## config.mk

```make
export PLATFORM = sky130hd
export DESIGN_NAME = nmi_apb_bridge
export DESIGN_NICKNAME = d
export VERILOG_FILES = /design/src/rtl/nmi_apb_bridge.sv
export SDC_FILE = /design/constraint.sdc
export NUM_CORES = 1
export LEC_CHECK = 0
export ABC_AREA = 1
export BUFFER_PORTS_ARGS = -buffer_cell sky130_fd_sc_hd__buf_2
export CAP_MARGIN = 20
export CORE_UTILIZATION = 44
export CTS_CLUSTER_DIAMETER = 50
export DETAILED_ROUTE_END_ITERATION = 10
export PLACE_DENSITY = 0.79
export SLEW_MARGIN = 20
export SYNTH_ARGS = -nofsm -noshare
export SYNTH_HDL_FRONTEND = slang
export SYNTH_SLANG_ARGS = --single-unit
```

## constraint.sdc

```tcl
create_clock -name clk_i -period 3.25 [get_ports clk_i]
set_input_delay 0 -clock clk_i [delete_from_list [all_inputs] [get_ports clk_i]]
set_output_delay 0 -clock clk_i [all_outputs]
set_load 0.01 [all_outputs]
```

## src/rtl/nmi_apb_bridge.sv

```systemverilog
// Native-memory-interface to APB initiator bridge: one APB transfer per accepted
// request, with a wait-state timeout, error data substitution and a saturating error count.
module nmi_apb_bridge #(
    parameter int unsigned TIMEOUT_CYC = 255,
    parameter logic [31:0] ADDR_MASK   = 32'h000F_FFFF,
    parameter logic [31:0] ERR_DATA    = 32'hDEAD_BEEF
) (
    input  logic        clk_i,
    input  logic        rst_i,
    input  logic        nmi_valid_i,
    input  logic [31:0] nmi_addr_i,
    input  logic [31:0] nmi_wdata_i,
    input  logic [3:0]  nmi_wstrb_i,
    output logic [31:0] nmi_rdata_o,
    output logic        nmi_ready_o,
    output logic        psel_o,
    output logic        penable_o,
    output logic        pwrite_o,
    output logic [31:0] paddr_o,
    output logic [31:0] pwdata_o,
    output logic [3:0]  pstrb_o,
    input  logic [31:0] prdata_i,
    input  logic        pready_i,
    input  logic        pslverr_i,
    output logic        err_o,
    output logic [7:0]  err_cnt_o
);

    typedef enum logic [1:0] {
        ST_IDLE   = 2'd0,
        ST_SETUP  = 2'd1,
        ST_ACCESS = 2'd2,
        ST_RESP   = 2'd3
    } state_t;

    localparam logic [15:0] WAIT_LAST = 16'(TIMEOUT_CYC - 32'd1);

    state_t      state_r;
    state_t      state_nxt_s;
    logic [15:0] wait_cnt_r;
    logic [31:0] paddr_r;
    logic [31:0] pwdata_r;
    logic [3:0]  pstrb_r;
    logic        pwrite_r;
    logic [31:0] rdata_r;
    logic        ready_r;
    logic        psel_r;
    logic        penable_r;
    logic        err_r;
    logic [7:0]  err_cnt_r;

    logic        done_s;
    logic        timeout_s;
    logic        enter_resp_s;
    logic        psel_nxt_s;
    logic        penable_nxt_s;
    logic        ready_nxt_s;
    logic        err_nxt_s;
    logic [31:0] resp_data_s;

    // pready wins over a timeout that would fire in the same cycle
    assign done_s       = (state_r == ST_ACCESS) && pready_i;
    assign timeout_s    = (state_r == ST_ACCESS) && !pready_i && (wait_cnt_r == WAIT_LAST);
    assign enter_resp_s = done_s || timeout_s;

    // State register
    always_ff @(posedge clk_i) begin
        if (rst_i) begin
            state_r <= ST_IDLE;
        end else begin
            state_r <= state_nxt_s;
        end
    end

    // Next-state logic
    always_comb begin
        state_nxt_s = state_r;
        case (state_r)
            ST_IDLE: begin
                if (nmi_valid_i) begin
                    state_nxt_s = ST_SETUP;
                end else begin
                    state_nxt_s = ST_IDLE;
                end
            end
            ST_SETUP:  state_nxt_s = ST_ACCESS;
            ST_ACCESS: begin
                if (enter_resp_s) begin
                    state_nxt_s = ST_RESP;
                end else begin
                    state_nxt_s = ST_ACCESS;
                end
            end
            ST_RESP:   state_nxt_s = ST_IDLE;
            default:   state_nxt_s = ST_IDLE;
        endcase
    end

    // Output decode: next values of the registered control outputs and response data
    always_comb begin
        psel_nxt_s    = 1'b0;
        penable_nxt_s = 1'b0;
        ready_nxt_s   = 1'b0;
        case (state_nxt_s)
            ST_SETUP:  psel_nxt_s = 1'b1;
            ST_ACCESS: begin
                psel_nxt_s    = 1'b1;
                penable_nxt_s = 1'b1;
            end
            ST_RESP:   ready_nxt_s = 1'b1;
            default:   psel_nxt_s = 1'b0;
        endcase
        err_nxt_s = enter_resp_s && (timeout_s || pslverr_i);
        if (err_nxt_s) begin
            resp_data_s = ERR_DATA;
        end else if (pwrite_r) begin
            resp_data_s = 32'h0000_0000;
        end else begin
            resp_data_s = prdata_i;
        end
    end

    // Request capture, wait counter, response and error bookkeeping
    always_ff @(posedge clk_i) begin
        if (rst_i) begin
            wait_cnt_r <= 16'd0;
            paddr_r    <= 32'h0000_0000;
            pwdata_r   <= 32'h0000_0000;
            pstrb_r    <= 4'b0000;
            pwrite_r   <= 1'b0;
            rdata_r    <= 32'h0000_0000;
            ready_r    <= 1'b0;
            psel_r     <= 1'b0;
            penable_r  <= 1'b0;
            err_r      <= 1'b0;
            err_cnt_r  <= 8'h00;
        end else begin
            if ((state_r == ST_IDLE) && nmi_valid_i) begin
                paddr_r  <= nmi_addr_i & ADDR_MASK;
                pwdata_r <= nmi_wdata_i;
                pstrb_r  <= nmi_wstrb_i;
                pwrite_r <= (nmi_wstrb_i != 4'b0000);
            end
            if (state_r == ST_SETUP) begin
                wait_cnt_r <= 16'd0;
            end else if ((state_r == ST_ACCESS) && !pready_i) begin
                wait_cnt_r <= wait_cnt_r + 16'd1;
            end
            if (enter_resp_s) begin
                rdata_r <= resp_data_s;
            end
            if (err_nxt_s && (err_cnt_r != 8'hFF)) begin
                err_cnt_r <= err_cnt_r + 8'd1;
            end
            ready_r   <= ready_nxt_s;
            psel_r    <= psel_nxt_s;
            penable_r <= penable_nxt_s;
            err_r     <= err_nxt_s;
        end
    end

    assign nmi_rdata_o = rdata_r;
    assign nmi_ready_o = ready_r;
    assign psel_o      = psel_r;
    assign penable_o   = penable_r;
    assign pwrite_o    = pwrite_r;
    assign paddr_o     = paddr_r;
    assign pwdata_o    = pwdata_r;
    assign pstrb_o     = pstrb_r;
    assign err_o       = err_r;
    assign err_cnt_o   = err_cnt_r;

endmodule
```

# Word-level counts from Yosys, hierarchy flattened
# Index checks and enable logic that the tools add are counted.
[totals]
reg_bits = 119
output_inout_bits = 113
[classes]
eq_ne = 8
reduce_logical = 13
muxes = 8
add_sub_neg = 2
[op_table]
columns = ["cell", "n"]
rows = [
  ["2-to-1 mux 32 bit", 2],
  ["adder 16 x 1 -> 16 bit, second input constant", 1],
  ["== test 16 x 8 -> 1 bit, second input constant", 1],
  ["adder 8 x 1 -> 8 bit, second input constant", 1],
  ["== test 2 bit, second input constant", 4],
  ["inequality test 8 bit, second input constant", 1],
  ["case mux 2 bit (4 select lines)", 1],
  ["logical AND 1 bit", 6],
  ["2-to-1 mux 1 bit", 5],
  ["== test 2 x 1 -> 1 bit, second input constant", 2],
  ["nonzero test 4 bit", 1],
  ["OR reduction 2 bit", 2],
  ["logical NOT 2 bit", 1],
  ["logical OR 1 bit", 2],
  ["logical NOT 1 bit", 1],
]

# Logic depth before layout (Yosys ltp)
# Gate-level depths: netlist of run 1.
[logic_depth]
ltp_word = 9
ltp_mapped = 12

# Least setup slack after synthesis of run 1
# Ideal clock, no wire load.
[synth_path]
path_type = "reg2reg"
from = "register state_r[0]"
to = "register psel_r, in the netlist psel_o"
t_required_ps = 3184
slack_ps = 1663
arrival_ps = 1520
setup_ps = 66
stages_incl_launch_ff = 12
n_path_buf = 0
cell_sequence = "dfxtp_1 -> inv_1 -> ha_1 -> nand3_1 -> nor2_2 -> nand3_4 -> nand2_4 -> nand2_1 -> nand2_1 -> inv_1 -> ha_1 -> nor2_1"
[synth_between]
elab_chain_len = 9
word_cells_on_any_way = 14
cone_classes = "eq/ne: 5; mux: 3; reduce/logical: 6"
[synth_lines]
columns = ["item", "line", "text"]
rows = [
  ["start, declared", "38", "state_t state_r;"],
  ["start signal, assigned", "71", "state_r <= state_nxt_s;"],
  ["== test 2 bit", "62, 63, 78", ""],
  ["logical AND 1 bit (2 in a row)", "63", "assign timeout_s = (state_r == ST_ACCESS) && !pready_i && (wait_cnt_r == WAIT_LAST);"],
  ["logical OR 1 bit", "64", "assign enter_resp_s = done_s || timeout_s;"],
  ["2-to-1 mux 1 bit", "88", "if (enter_resp_s) begin"],
  ["case mux 2 bit (4 select lines) (*)", "78", "case (state_r)"],
  ["net state_nxt_s[0]", "39", "state_t state_nxt_s;"],
  ["== test 2 bit / == test 2 x 1 -> 1 bit (equally long branches)", "104", "case (state_nxt_s)"],
  ["OR reduction 2 bit (no line) (*)", "-", ""],
  ["2-to-1 mux 1 bit (*)", "104", ""],
  ["end signal, assigned", "156", "psel_r <= psel_nxt_s;"],
  ["end, declared", "47", "logic psel_r;"],
]
# Mark *: on every way through the listed nets, which the timed path passes. The rest lies on a longest branch.
# A chain may end at the register's enable or synchronous reset.

# Worst setup path in the final report of run 1
# Same ends and word-level chain as after synthesis.

==> impl_metrics.csv, run 1 <==
group,metric,value,unit
status,outcome,"finished clean",
setup_path,worst_setup_path_end_kind,"flop",
layout,antenna_cells,0,
sta,relSlewSlack,0.3652,
routing,wl,14830,um
clock_tree,cts_root_buffer,"clkbuf_16",
synth,synth_area_leaders,"dfxtp_1 (48%), nor2_1 (12%), o21ai_0 (9.3%)",
synth,yosysUniqueCellTypes,31,
routing,wl_per_cell,13.66,um
routing,via_per_inst,4.919,
synth,yosysWarnings,0,
grt,grt_pass1_wl,22520,um
die,die_h,108.7,um
routing,drt_iter0_markers,517,
synth,synth-async-reset-ratio,0,
hold_path,hp-class,"primary input to flop",
die,fp.coreArea,10980,um2
pwr,finalPower,0.004187,W
setup_path,crit_fanout,41,
placement,place_congestion,0.8364,
sta,timing.fmax,0.4934,GHz
clock_tree,numCtsBuffers,17,
synth,synth_ff_type,"dfxtp_1",
sta,finalMaxSlewViolations,0,
die,start_util,0.4564,
setup_path,crit_type,"flop to flop",
sta,post-route-min-period,2027,ps
die,rows,38,
die,num_io_pins,218,
clock_tree,cts_tree,"yes",
synth,netlist_area,5012,um2
placement,detailed_place_hpwl,8167,um
routing,dr.pass1.iters,5,
sta,tightest_slew,951.1,ps
sta,period_share,0.6236,
setup_path,cp.arrival,2360,ps
layout,final_common_cell,"buf_2",
die,dieArea,11820,um2
layout,drive_gt1_frac,0.2632,
pwr,ir_worst_vdd,0.0004362,V
synth,yosysSeqAreaShare,0.4753,
setup_path,cp-start-kind,"flop",
sta,rsz0062_at_grt,"no",
sta,setup_viol,0,
pwr,leakagePower,3.604,nW
clock_tree,clock_latency,400,ps
clock_tree,clk_pin_slew,60,ps
synth,netlist.area_leader.share,0.4753,
sta,hold_viol_final,0,
clock_tree,cts-htree-levels,4,
synth,ys_seq_elements,119,
layout,area_delta_synth_final,49.98,%
setup_path,cp.required,3590,ps
routing,drc,0,
layout,fillCellCount,818,
clock_tree,clock_path_buffers,2,
synth,synth_area_per_cell,7.594,um2
synth,yosys.area.top_type,"dfxtp_1",
clock_tree,clock_sinks,119,
sta,setup-tns-final,0,ps
grt,grt_overflow,0,
pwr,cellPowerDensity,557.0,nW/um2
clock_tree,cts_setup_buffers,0,
routing,vias,5342,
grt,grt_pass1_vias,4833,
grt,gr-usage-all-layers,0.2440,
layout,final_cell_mix,"buf_2 (193), nor2_1 (159), dfxtp_1 (119)",
synth,synth-edff-count,0,
die,dieWidth,108.7,um
run,cap_violations,0,
grt,antenna_found_initial,0,
sta,finClkSkew,9.128,ps
layout,nNetsFinal,1047,
routing,ant_nets,0,
placement,io_buffers,193,
synth,synthCells,660,
setup_path,r2r_slack,1220,ps
grt,grt_max_degree,54,
-- state kept, by name, indices dropped and copies added (netlist names) --
signal       flops
paddr_o         20
pstrb_o          4
err_cnt_o        8
state_r          2
pwdata_o        32
err_o            1
psel_o           1
penable_o        1
nmi_ready_o      1
nmi_rdata_o     32
pwrite_o         1
wait_cnt_r      16
-- per-stage QoR --
stage | instances | setup slack (ps) | hold WS (ps) | util | area (um2)
2_1_floorplan | 671 | 1663 | 146.1 | - | 5054
3_3_place_gp | 961 | 1251 | 237.5 | 0.5434 | 5968
3_5_place_dp | 961 | 1207 | 245.2 | 0.5434 | 5968
4_1_cts | 1086 | 1180 | 370.4 | 0.6844 | 7517
5_1_grt | 1086 | 983.3 | 396.2 | 0.6844 | 7517
6_report | 1086 | 1223 | 390.0 | 0.6844 | 7517
-- logic make-up (layout without fill, tap and decap cells) --
logic type	Yosys count	after routing	synth area share
other	1	12	0.0007482
adders and majority gates	9	9	0.02247
DFF	119	119	0.4753
AOI/OAI and AO/OA	134	134	0.1355
and+or+nand+nor	295	295	0.2668
xor gates and xnor gates	6	6	0.01048
buffers and inverters	96	371	0.08861
-- cell usage after synthesis (2+ instances only) --
master / n
buf_4: 17
inv_1: 44
a21oi_1: 23
nor3_1: 4
clkbuf_1: 25
o21ai_1: 15
nand2_4: 2
inv_2: 3
ha_1: 9
nand2_1: 70
a211oi_1: 2
xnor2_1: 2
nor2_1: 159
nand2_2: 2
nand4_1: 2
o21ai_0: 93
nand3_4: 2
nand3_2: 3
dfxtp_1: 119
buf_6: 2
buf_2: 3
nor3b_1: 24
nor2_2: 3
nor2_4: 4
nand3_1: 19
xor2_1: 4
-- cell type report --
type | instances | area [um2] | share of cell area
repair buffers | 291 | 1934 | 0.2573
well taps | 140 | 175.2 | 0.02330
inverters | 48 | 180.2 | 0.02397
clock inverters | 11 | 147.6 | 0.01964
clock buffers | 21 | 470.5 | 0.06258
flip-flops and latches | 119 | 2382 | 0.3169
multi-input cells | 456 | 2227 | 0.2963
-- worst max-delay path: stages, from the launching register on --
cell and delay (ps):
dfxtp_1 310, inv_1 90, ha_1 240, nand3_1 110
nor2_2 130, nand3_4 120, nand2_4 320, nand2_1 90
nand2_1 100, inv_1 60, ha_1 280, nor2_1 90
-- path summary, 6_finish.rpt --
kind                                  from                       end  cells after the start
setup / recovery     state_r[0]$_SDFF_PP0_         psel_o$_SDFF_PP0_                     11
hold / removal              nmi_addr_i[14]  paddr_o[14]$_SDFFE_PP0P_                      4
setup reg to reg     state_r[0]$_SDFF_PP0_         psel_o$_SDFF_PP0_                     11
hold reg to reg   pwdata_o[1]$_SDFFE_PP0P_  pwdata_o[1]$_SDFFE_PP0P_                      2
-- repair_timing --
item                                   in CTS  in global routing
hold buffers                               93                  0
endpoints found under the hold margin      97                  0
resized for setup                           0                  0
-- metal layers --
layer	wire length, um	global-route usage
met5	0	0
met4	363	0.1100
met3	1006	0.06814
met2	7362	0.4204
met1	6098	0.2802
-- where the power goes --
group          internal (W)  switching, W  total (W)
Sequential          0.00157     0.0000524    0.00162
Combinational      0.000283      0.000350   0.000633
Clock               0.00127      0.000665    0.00193
Total               0.00312       0.00107    0.00419
Note: power is estimated with default switching activity, not from simulation.
==> run 2, diff against run 1 <==
clock period = 1.9 ns   (was 3.25 ns; I/O delays follow)
==> run 2 against run 1 <==
Combinational power is 75% higher. Register-to-register slack worse by 1100 ps. Cell count grew 0.55%. Clock-buffer cell count grew 3. Flip-flop and latch count unchanged. Routed wire length down 4.0%. Largest power group unchanged.
==> impl_metrics.csv, run 2 (synthesized netlist as in run 1, its figures left out) <==
group,metric,value,unit
layout,antenna_cells,0,
sta,period_share,0.9170,
sta,setup-tns-final,0,ps
setup_path,worst_r2r_startpoint,"wait_cnt_r[0]$_SDFFE_PP0P_",
routing,drt_iter0_markers,394,
layout,final_cell_mix,"buf_2 (193), nor2_1 (159), dfxtp_1 (119)",
clock_tree,clock_path_buffers,2,
die,rows,38,
grt,grt_pass1_vias,4953,
placement,detailed_place_hpwl,8349,um
sta,post-route-min-period,1742,ps
clock_tree,cts_root_buffer,"clkbuf_16",
setup_path,cp.arrival,2030,ps
sta,setup_viol,0,
sta,timing.fmax,0.5740,GHz
clock_tree,ctsResizeCount,0,
clock_tree,clock_sinks,119,
sta,tightest_slew,553.6,ps
routing,drc,0,
setup_path,cp.required,2190,ps
die,dieWidth,108.7,um
sta,relSlewSlack,0.6309,
routing,wl_per_cell,13.03,um
clock_tree,numCtsBuffers,17,
run,cap_violations,0,
setup_path,worst_setup_path_end_kind,"flop",
placement,dpl_cell_area,6071,um2
layout,drive_gt1_frac,0.2679,
clock_tree,clock_latency,410,ps
grt,grt_max_degree,61,
hold_path,hp-class,"primary input to flop",
hold_path,worstHoldStart,"nmi_wdata_i[14]",
grt,antenna_found_initial,0,
pwr,cellPowerDensity,975.0,nW/um2
setup_path,startpoint,"wait_cnt_r[0]$_SDFFE_PP0P_",
sta,finClkSkew,6.810,ps
layout,final_common_cell,"buf_2",
setup_path,crit_fanout,22,
setup_path,cp-start-kind,"flop",
clock_tree,cts-htree-levels,4,
sta,hold_viol_final,0,
sta,finalMaxSlewViolations,0,
clock_tree,cts_tree,"yes",
layout,design_area,7659,um2
placement,place_congestion,0.8054,
grt,gr-usage-all-layers,0.2424,
die,fp.coreArea,10980,um2
routing,vias,5269,
routing,ant_nets,0,
die,num_io_pins,218,
die,dieArea,11820,um2
setup_path,crit_type,"flop to flop",
grt,grt_pass1_wl,22330,um
routing,wl,14230,um
grt,grt_overflow,0,
placement,io_buffers,193,
routing,dr.pass1.iters,4,
die,die_h,108.7,um
layout,area_delta_synth_final,52.80,%
sta,rsz0062_at_grt,"no",
routing,via_per_inst,4.825,
pwr,leakagePower,3.692,nW
pwr,ir_worst_vdd,0.0007070,V
clock_tree,clk_pin_slew,50,ps
layout,nNetsFinal,1053,
status,outcome,"finished clean",
die,start_util,0.4564,
==> run 2: cell type report <==
class	instances	area [um2]
Clock inverter	8	165.2
Sequential cell	119	2382
Clock buffer	24	501.7
Timing Repair Buffer	297	2027
Inverter	48	180.2
Fill cell	826	3324
Tap cell	140	175.2
Multi-Input combinational cell	456	2227
==> run 2: path summary, 6_finish.rpt <==
path,to,slack (ps),depth (start not counted)
setup / recovery,nmi_rdata_o[7]$_SDFFE_PP0N_,160,9
hold / removal,pwdata_o[14]$_SDFFE_PP0P_,380,4
setup reg to reg,nmi_rdata_o[7]$_SDFFE_PP0N_,160,9
hold reg to reg,pwdata_o[9]$_SDFFE_PP0P_,470,2
==> run 2: metal layers <==
| metal | routed length, um | track usage | share of wire |
|---|---|---|---|
| met2 | 6820 | 0.4209 | 0.48 |
| met5 | 0 | 0 | 0 |
| met1 | 5948 | 0.2644 | 0.42 |
| met4 | 408 | 0.1293 | 0.029 |
| met3 | 1053 | 0.07352 | 0.074 |
==> run 2: timing repair <==
item	in CTS	in global routing
endpoints found under the hold margin	103	0
setup buffers	0	0
hold buffers	92	0
==> run 2: worst max-delay path, cell delays in order (launching register included) <==
cell	delay, ps
dfxtp_1	380
inv_1	110
ha_1	210
nand3_1	110
nor2_2	60
nand3_4	80
nand2_4	140
buf_12	200
nor3b_1	270
nor2_1	60
==> run 2: power by group <==
group / internal [W] / switching, W / total, W / leakage, nW
Sequential: 0.00269 / 0.0000876 / 0.00277 / 0.975
Clock: 0.00250 / 0.00109 / 0.00358 / 0.330
Combinational: 0.000511 / 0.000599 / 0.00111 / 2.39
Total: 0.00569 / 0.00177 / 0.00747 / 3.69
==> run 2: per-stage QoR <==
step | setup WS [ps] | utilization | std cells | total power (W) | hold slack [ps]
after global routing | 30.90 | 0.6973 | 1092 | 0.007802 | 387.4
after detailed placement | 195.9 | 0.5527 | 968 | 0.003759 | 257.1
after CTS | 181.2 | 0.6973 | 1092 | 0.007489 | 360.7
after floorplan | 313.2 | - | 671 | 0.003380 | 146.1
final | 157.8 | 0.6973 | 1092 | 0.007468 | 381.0
after global placement | 240.5 | 0.5527 | 968 | 0.003738 | 239.1
==> run 3, diff against run 2 <==
ABC_AREA = not set   (was 1)
PLACE_DENSITY = 0.8   (was 0.79)
==> run 3 against run 2 <==
First-iteration DRC count is 4.1% lower. Clock skew is 4.5 ps higher. Sequential power down 2%.
==> impl_metrics.csv, run 3 <==
group,metric,value,unit
sta,relSlewSlack,0.6368,
die,dieWidth,105.0,um
setup_path,r2r_slack,80,ps
synth,yosysSeqAreaShare,0.5105,
synth,synth-edff-count,0,
clock_tree,cts_tree,"yes",
die,num_io_pins,218,
synth,ys_seq_elements,119,
setup_path,slowest_delay,330,ps
layout,final_common_cell,"buf_2",
clock_tree,numCtsBuffers,17,
synth,synth_area_leaders,"dfxtp_1 (51%), nand2_1 (9.7%), a21oi_1 (6.9%)",
layout,final_cell_mix,"buf_2 (192), nand2_1 (119), dfxtp_1 (116)",
synth,synth_area_per_cell,8.501,um2
synth,synthTopCellsByCount,"nand2_1 (120), dfxtp_1 (119), a21oi_1 (64), nor2_1 (53), a211oi_1 (26)",
grt,grt_max_degree,104,
setup_path,critical_path.top_delay_family,"simple AND/OR/NAND/NOR gates",
die,fp.coreArea,10320,um2
grt,grt_pass1_wl,23950,um
pwr,finalPower,0.007091,W
pwr,ir_worst_vdd,0.0006869,V
sta,tightest_slew,541.9,ps
clock_tree,clk_pin_slew,50,ps
setup_path,cp.required,2280,ps
grt,antenna_found_initial,0,
setup_path,worstPathCellList,"inv_2 -> ha_4 -> and4b_2 -> and4_4 -> a22o_4 -> mux2i_4 -> inv_1 -> ha_2 -> nor2b_1",
synth,yosysMostFrequentCell,"nand2_1",
sta,setup_viol,0,
setup_path,cp.arrival,2200,ps
synth,netlist_area,4667,um2
routing,wl,15070,um
pwr,cellPowerDensity,953.7,nW/um2
clock_tree,clock_path_buffers,2,
routing,drc,0,
sta,fin_ws,76.60,ps
setup_path,crit_fanout,5,
synth,yosysWarnings,0,
setup_path,crit_type,"flop to flop",
layout,drive_gt1_frac,0.3110,
grt,grt_pass1_vias,4985,
layout,area_delta_synth_final,59.33,%
setup_path,cp-start-kind,"flop",
layout,antenna_cells,0,
grt,grt_overflow,0,
clock_tree,cts-htree-levels,4,
synth,synth-async-reset-ratio,0,
sta,period_share,0.9597,
sta,hold_viol_final,0,
setup_path,slowest_stage,"dfxtp_2",
synth,synth_ff_type,"dfxtp_1",
sta,holdWs,271.0,ps
hold_path,hp-class,"primary input to flop",
placement,place_congestion,0.7977,
die,die_h,105.0,um
routing,via_per_inst,5.132,
placement,pre_cts_slack,-27.53,ps
grt,gr-usage-all-layers,0.2777,
die,start_util,0.4521,
sta,rsz0062_at_grt,"yes",
synth,yosys.area.top_type,"dfxtp_1",
synth,yosysUniqueCellTypes,40,
die,dieArea,11020,um2
sta,finClkSkew,11.35,ps
placement,detailed_place_hpwl,8158,um
routing,vias,5070,
clock_tree,cts_root_buffer,"clkbuf_8",
clock_tree,clock_sinks,119,
sta,post-route-min-period,1823,ps
routing,dr.pass1.iters,6,
routing,drt_iter0_markers,378,
die,rows,37,
sta,timing.fmax,0.5484,GHz
routing,ant_nets,0,
synth,netlist.area_leader.share,0.5105,
sta,setup-tns-final,0,ps
pwr,leakagePower,3.322,nW
routing,wl_per_cell,15.25,um
run,cap_violations,0,
status,outcome,"finished clean",
layout,post-route-util,0.7203,
clock_tree,clock_latency,520,ps
setup_path,worst_setup_path_end_kind,"flop",
synth,synthCells,549,
setup_path,cp_num_buf_inv,2,
sta,finalMaxSlewViolations,0,
placement,io_buffers,193,
layout,nNetsFinal,953,
==> run 3: changes by cell type in the layout (fill, tap and decap cells not counted), moves of 8 or more <==
cell	delta
inv_1	-36
a22oi_1	+8
nand2_1	+49
buf_4	+8
o21ai_1	-15
nand3_1	-10
a211oi_1	+23
a21oi_1	+41
o21ai_0	-86
nor2_1	-106
nand2b_1	+24
nor3b_1	-24
==> run 3: cell type report <==
class	instances	area, um2
fill	710	2888
sequential	119	2386
multi-input combinational	389	2148
timing repair buffer	304	2077
clock buffer	25	484.2
tap	136	170.2
clock inverter	7	140.1
inverter	8	30.03
==> run 3: repair_timing <==
item,4_1_cts,5_1_grt
hold endpoints to repair,94,0
setup endpoints to repair,2,27
pin swaps,0,3
gates cloned,0,1
setup buffers,0,3
gates resized for setup,2,12
hold buffers,92,0
==> run 3: report_power, final <==
| part | leakage, nW | internal, W | total [W] | switching, W |
|---|---|---|---|---|
| clock network | 0.299 | 0.00227 | 0.00336 | 0.00109 |
| logic | 2.05 | 0.000482 | 0.00101 | 0.000531 |
| registers | 0.971 | 0.00264 | 0.00272 | 0.0000762 |
==> run 3: logic make-up after synthesis <==
group | count (synthesis) | synth area share
other | 1 | 0.0008035
XOR/XNOR | 14 | 0.02627
AO/OA/AOI/OAI | 111 | 0.1453
AND/OR/NAND/NOR | 240 | 0.2335
adder cells (fa/ha/maj) | 9 | 0.02413
buffers and inverters | 53 | 0.05523
multiplexers | 2 | 0.004290
flip-flops | 119 | 0.5105
==> run 3: routing by layer <==
metal | part of all wire | routed length (um) | up-vias | GRT usage
met2 | 0.53 | 7931 | 245 | 0.4986
met1 | 0.37 | 5574 | 2355 | 0.2923
met5 | 0 | 0 | - | 0
met4 | 0.048 | 718 | 0 | 0.1660
li1 | - | - | 2403 | -
met3 | 0.056 | 841 | 67 | 0.06862
==> run 3: worst min-delay path, cell delays in order <==
cell and delay (ps):
dlygate4sd3_1 520, buf_2 90, a22oi_1 60, nor2_1 80
==> run 3: final timing paths <==
path / startpoint / cells after the start / endpoint
max: state_r[0]$_SDFF_PP0_ / 9 / nmi_ready_o$_SDFF_PP0_
min: prdata_i[22] / 4 / nmi_rdata_o[22]$_SDFFE_PP0N_
max reg2reg: state_r[0]$_SDFF_PP0_ / 9 / nmi_ready_o$_SDFF_PP0_
min reg2reg: pwdata_o[3]$_SDFFE_PP0P_ / 2 / pwdata_o[3]$_SDFFE_PP0P_
==> run 3: through the flow <==
stage	std cells	cell area (um2)
final	988	7436
after global routing	988	7436
after CTS	984	7360
after detailed placement	860	5804
after global placement	860	5804
after floorplan	560	4732
